`src/rtl/cpu_sequencer_pkg.sv`:
```
// Shared types and default widths for the multi-cycle fetch/execute sequencer.
package seq_def;

  localparam int PC_W_DEFAULT  = 10;
  localparam int CNT_W_DEFAULT = 16;
  localparam int INSTR_W       = 9;

  typedef enum logic [2:0] {
    IDLE,
    FETCH,
    DECODE,
    EXEC,
    MEM_WAIT,
    HALTED
  } SeqState;

endpackage

```
`src/rtl/cpu_sequencer_sat_counter.sv`:
```
// Up-counter that sticks at all-ones; a synchronous clear wins over increment.
module sat_counter #(
  parameter int W = 16
) (
  input  logic         clk,
  input  logic         rst_n,
  input  logic         clr,
  input  logic         inc,
  output logic [W-1:0] q
);

  logic [W-1:0] q_q, q_d;

  always_comb begin
    // NOTE: assign a default before any branch so no path leaves q_d unassigned (no latch).
    q_d = q_q;
    if (clr) begin
      q_d = '0;
    end else if (inc && (q_q != '1)) begin
      q_d = q_q + W'(1);
    end
  end

  // NOTE: sequential state uses non-blocking assignments so all flops update together.
  always_ff @(posedge clk or negedge rst_n) begin
    if (!rst_n) begin
      q_q <= '0;
    end else begin
      q_q <= q_d;
    end
  end

  assign q = q_q;

endmodule

```
`src/rtl/cpu_sequencer.sv`:
```
// Fetch/decode/execute sequencer: owns PC and instruction register, gates
// register and memory side effects so each commits once per instruction.
module cpu_sequencer
  import seq_def::*;
#(
  parameter int PC_W  = PC_W_DEFAULT,
  parameter int CNT_W = CNT_W_DEFAULT
) (
  input  logic               clk,
  input  logic               rst_n,
  input  logic               start,
  input  logic [PC_W-1:0]    start_addr,
  output logic [PC_W-1:0]    imem_addr,
  input  logic [INSTR_W-1:0] imem_rdata,
  output logic [INSTR_W-1:0] instruction,
  input  logic               ctrl_branch,
  input  logic               take_branch,
  input  logic [PC_W-1:0]    branch_target,
  input  logic               halt,
  input  logic               ctrl_mem_read,
  input  logic               ctrl_mem_write,
  input  logic               ctrl_reg_write,
  output logic               reg_we,
  output logic               mem_req,
  output logic               mem_we,
  input  logic               mem_ready,
  output logic               busy,
  output logic               done,
  output logic [CNT_W-1:0]   cycle_count,
  output logic [CNT_W-1:0]   instr_count
);

  SeqState            state_q, state_d;
  logic [PC_W-1:0]    pc_q, pc_d;
  logic [INSTR_W-1:0] instr_q, instr_d;
  logic               mem_we_q, mem_we_d;
  logic               mem_op;
  logic               retire;
  logic               cnt_clr;

  assign mem_op = ctrl_mem_read | ctrl_mem_write;

  always_comb begin
    state_d  = state_q;
    pc_d     = pc_q;
    instr_d  = instr_q;
    mem_we_d = mem_we_q;
    retire   = 1'b0;
    cnt_clr  = 1'b0;

    case (state_q)
      IDLE, HALTED: begin
        if (start) begin
          pc_d    = start_addr;
          cnt_clr = 1'b1;
          state_d = FETCH;
        end
      end
      FETCH:  state_d = DECODE;
      DECODE: begin
        instr_d = imem_rdata;
        state_d = EXEC;
      end
      EXEC: begin
        if (!mem_op || mem_ready) begin
          retire = 1'b1;
        end else begin
          // Capture the write qualifier so it stays steady for the whole wait.
          mem_we_d = ctrl_mem_write;
          state_d  = MEM_WAIT;
        end
      end
      MEM_WAIT: begin
        if (mem_ready) retire = 1'b1;
      end
      default: state_d = IDLE;
    endcase

    if (retire) begin
      if (halt) begin
        state_d = HALTED;
      end else begin
        state_d = FETCH;
        pc_d    = (ctrl_branch && take_branch) ? branch_target : pc_q + PC_W'(1);
      end
    end
  end

  always_ff @(posedge clk or negedge rst_n) begin
    if (!rst_n) begin
      state_q  <= IDLE;
      pc_q     <= '0;
      instr_q  <= '0;
      mem_we_q <= 1'b0;
    end else begin
      state_q  <= state_d;
      pc_q     <= pc_d;
      instr_q  <= instr_d;
      mem_we_q <= mem_we_d;
    end
  end

  // Strobes decode straight from state so reset drops them asynchronously.
  assign imem_addr   = pc_q;
  assign instruction = instr_q;
  assign busy        = (state_q == FETCH) || (state_q == DECODE) ||
                       (state_q == EXEC)  || (state_q == MEM_WAIT);
  assign done        = (state_q == HALTED);
  assign mem_req     = ((state_q == EXEC) && mem_op) || (state_q == MEM_WAIT);
  assign mem_we      = (state_q == EXEC)     ? ctrl_mem_write :
                       (state_q == MEM_WAIT) ? mem_we_q : 1'b0;
  assign reg_we      = retire & ctrl_reg_write;

  sat_counter #(.W(CNT_W)) u_cycle_cnt (
    .clk   (clk),
    .rst_n (rst_n),
    .clr   (cnt_clr),
    .inc   (busy),
    .q     (cycle_count)
  );

  sat_counter #(.W(CNT_W)) u_instr_cnt (
    .clk   (clk),
    .rst_n (rst_n),
    .clr   (cnt_clr),
    .inc   (retire),
    .q     (instr_count)
  );

endmodule

```
`config.mk`:
```
export PLATFORM = sky130hd
export DESIGN_NAME = cpu_sequencer
export DESIGN_NICKNAME = d
export VERILOG_FILES = /design/src/rtl/cpu_sequencer_pkg.sv /design/src/rtl/cpu_sequencer_sat_counter.sv /design/src/rtl/cpu_sequencer.sv
export SDC_FILE = /design/constraint.sdc
export NUM_CORES = 1
export LEC_CHECK = 0
export CAP_MARGIN = 20
export CORE_AREA = 3 3 89 91
export CTS_CLUSTER_SIZE = 8
export DETAILED_ROUTE_END_ITERATION = 8
export DIE_AREA = 0 0 92 94
export HOLD_SLACK_MARGIN = 0.1
export PLACE_DENSITY_LB_ADDON = 0.3
export SYNTH_ARGS = -nofsm -noshare
export SYNTH_HDL_FRONTEND = slang
export SYNTH_SLANG_ARGS = --single-unit
```
`constraint.sdc`:
```
create_clock -name clk -period 1.7 [get_ports clk]
set_input_delay 0.255 -clock clk [delete_from_list [all_inputs] [get_ports clk]]
set_output_delay 0.255 -clock clk [all_outputs]
set_load 0.005 [all_outputs]
```
==> out/metrics.cfg <==
[floorplan]
start_util_pct = 42.80
fp.dieH_um = 94
design.die.area_mm2 = 0.008648
boundaryPins = 95
die_x_um = 92
rows = 31
core_area_mm2 = 0.007214

[finish]
final_cell_mix = 87 x clkdlybuf4s50_1, 55 x dfrtp_1, 48 x buf_4
drive_gt1_share_pct = 27.54
finish.utilization_pct = 68.19
fin_nets = 513
stdcell_count = 571
syn2layout_area_growth_pct = 59.32
final_common_cell = clkdlybuf4s50_1
antenna-diode-count = 0

[global_routing]
overflow = 0
grt_first_pass_wirelength_um = 14000
grt_pass1_vias = 3034
grt_max_degree = 35
antenna_found_initial = 0
grt_usage_pct = 19.81

[worst_setup_path]
endpoint_kind = flop
cp.arrival_ns = 1.95
cp-start-kind = flop
r2r_start = state_q[0]$_DFFE_PN0P_
r2r_end = imem_addr[6]$_DFF_PN0_
regToRegSetupSlack_ns = -0.06
r2r_cells = 8
cp_max_fo = 7
cp.required_ns = 1.89
crit_start = state_q[0]$_DFFE_PN0P_
setup.worst_path.class = flop to flop

[yosys]
synth_top_flop_cell = dfrtp_1
synth.net_count = 357
synth_warnings = 0
synth_cell_types = 53
synth.area.top_cells = dfrtp_1 45%, xor2_1 4.0%, nand2_1 3.9%, nor2_1 3.5%, mux2_2 3.3%
post-synth-top-area-cell = dfrtp_1
seq_area_frac_synth_pct = 44.57
synth_top_area_share_pct = 44.57
synth_area_per_cell_um2 = 9.803
synthArstFlopShare_pct = 100.0
synth_edf_count = 0
synthCells = 315
synthesis.area_mm2 = 0.003088
ys_ff_latch = 55

[detailed_routing]
wl_per_cell_um = 14.80
drt-total-wl_um = 8453
vias = 3039
first_iter_violations = 100
detail-route-antenna-nets = 0
drc = 0
firstDrtPassIters = 4
via_per_inst = 5.322

[cts]
clockRootBuffer = clkbuf_8
h-tree-depth = 2
cts_buffer_depth = 2
path_clk_slew_ns = 0.10
insertion_delay_ns = 0.31
tritoncts = built
cts.sink_count = 55
cts_buffers = 5

[run]
cap_viol_max_count = 0

[timing]
worst_slack_ns = -0.05799
period_minus_slack_ns = 1.758
finClkSkew_ns = 0.01186
slew_headroom_pct = 64.41
rsz0062_at_grt = yes
worst_slew_pin_slew_ns = 0.5339
hold_violations = 0
period_share_pct = 103.4
max_freq_mhz = 568.8
finalMaxSlewViolations = 0
tns_ns = -0.5253
finalSetupViolations = 21

[place]
dp_hpwl_um = 6212
portBuffers = 94
place_ws_ns = -0.2847
dp_cells = 549
routabilityCongestion = 0.8337

[power_and_ir_drop]
irDropWorstVdd_v = 0.0007873
p_total_uw = 6578
leakage_uw = 0.002143
powerDensity_mw_per_mm2 = 1337

[status]
outcome = finished with violations
violations = setup timing

[worst_hold_path]
hold_class = input pin to asynchronous set/reset pin

==> logic make-up after synthesis <==
group                    share of synthesized area [%]
adder cells (fa/ha/maj)                          1.216
XOR/XNOR                                         7.091
AND/OR/NAND/NOR                                  24.15
buffers and inverters                            2.633
flip-flops                                       44.57
multiplexers                                     6.524
AO/OA/AOI/OAI                                    13.82
==> critical path: stages, from the launching register on <==
cell and delay [ns]:
dfrtp_1 0.43, and3b_2 0.26, buf_6 0.13, buf_6 0.11, a32oi_4 0.21, nor2_4 0.08
buf_6 0.15, a211oi_2 0.21, a221oi_2 0.05
==> metal layers <==
layer  part of all wire, %  GRT usage [%]  up-vias
met1                    43          24.90     1492
met3                   5.0          4.888        8
met4                  0.98          6.064        0
met5                     0              0        -
li1                      -              -     1461
met2                    51          33.70       78
==> stage by stage <==
| stage | hold WS (ns) | cell area, um2 |
|---|---|---|
| after global routing | 0.4910 | 4920 |
| after detailed placement | 0.2664 | 4494 |
| after CTS | 0.4408 | 4773 |
| after global placement | 0.2569 | 4494 |
| final | 0.4398 | 4920 |
| after floorplan | -0.04059 | 3090 |
==> worst max-delay path by stage <==
stage	endpoint	slack [ns]	depth (start not counted)
final	imem_addr[6]$_DFF_PN0_	-0.06	8
after floorplan	u_instr_cnt.q[13]$_DFFE_PN0P_	-0.04	6
after global placement	reg_we	-0.21	5
after CTS	busy	-0.06	4
after detailed placement	imem_addr[6]$_DFF_PN0_	-0.28	8
after global routing	u_cycle_cnt.q[11]$_DFFE_PN0P_	-0.14	6
==> registers in the layout, summed over array words and instances, names as in the netlist <==
name           count
state_q            3
instruction        9
u_instr_cnt.q     16
mem_we_q           1
imem_addr         10
u_cycle_cnt.q     16
==> synth_stat cells, types with 5 or more instances <==
master,number
clkbuf_1,5
a21oi_1,8
nor2_1,29
nand3_1,19
mux2i_1,10
buf_2,5
dfrtp_1,55
and3_1,6
nor3_1,7
mux2_2,9
a211oi_1,7
o211ai_1,7
xnor2_1,11
nand2_1,32
xor2_1,14
nand4_1,13
o21ai_0,11
and2_1,10
==> timing repair <==
| action | CTS | global route |
|---|---|---|
| gates resized for setup | 50 | 30 |
| hold buffers | 1 | 0 |
| buffers inserted | 10 | 4 |
| cloned | 0 | 1 |
| hold endpoints to repair | 21 | 0 |
| setup endpoints to repair | 21 | 52 |
| pin swaps | 23 | 19 |
==> where the power goes <==
part           internal [uW]  switching (uW)  total, uW
registers               1670             328       2000
logic                   2210            1640       3850
clock network            290             440        730
==> cell type report <==
type	instances	area, um2
Fill cell	580	2295
Multi-Input combinational cell	244	1821
Timing Repair Buffer	161	1499
Sequential cell	55	1376
Tap cell	99	123.9
Clock buffer	6	72.57
Inverter	4	15.01
Clock inverter	2	12.51
Power figures use the tool's default switching activity.
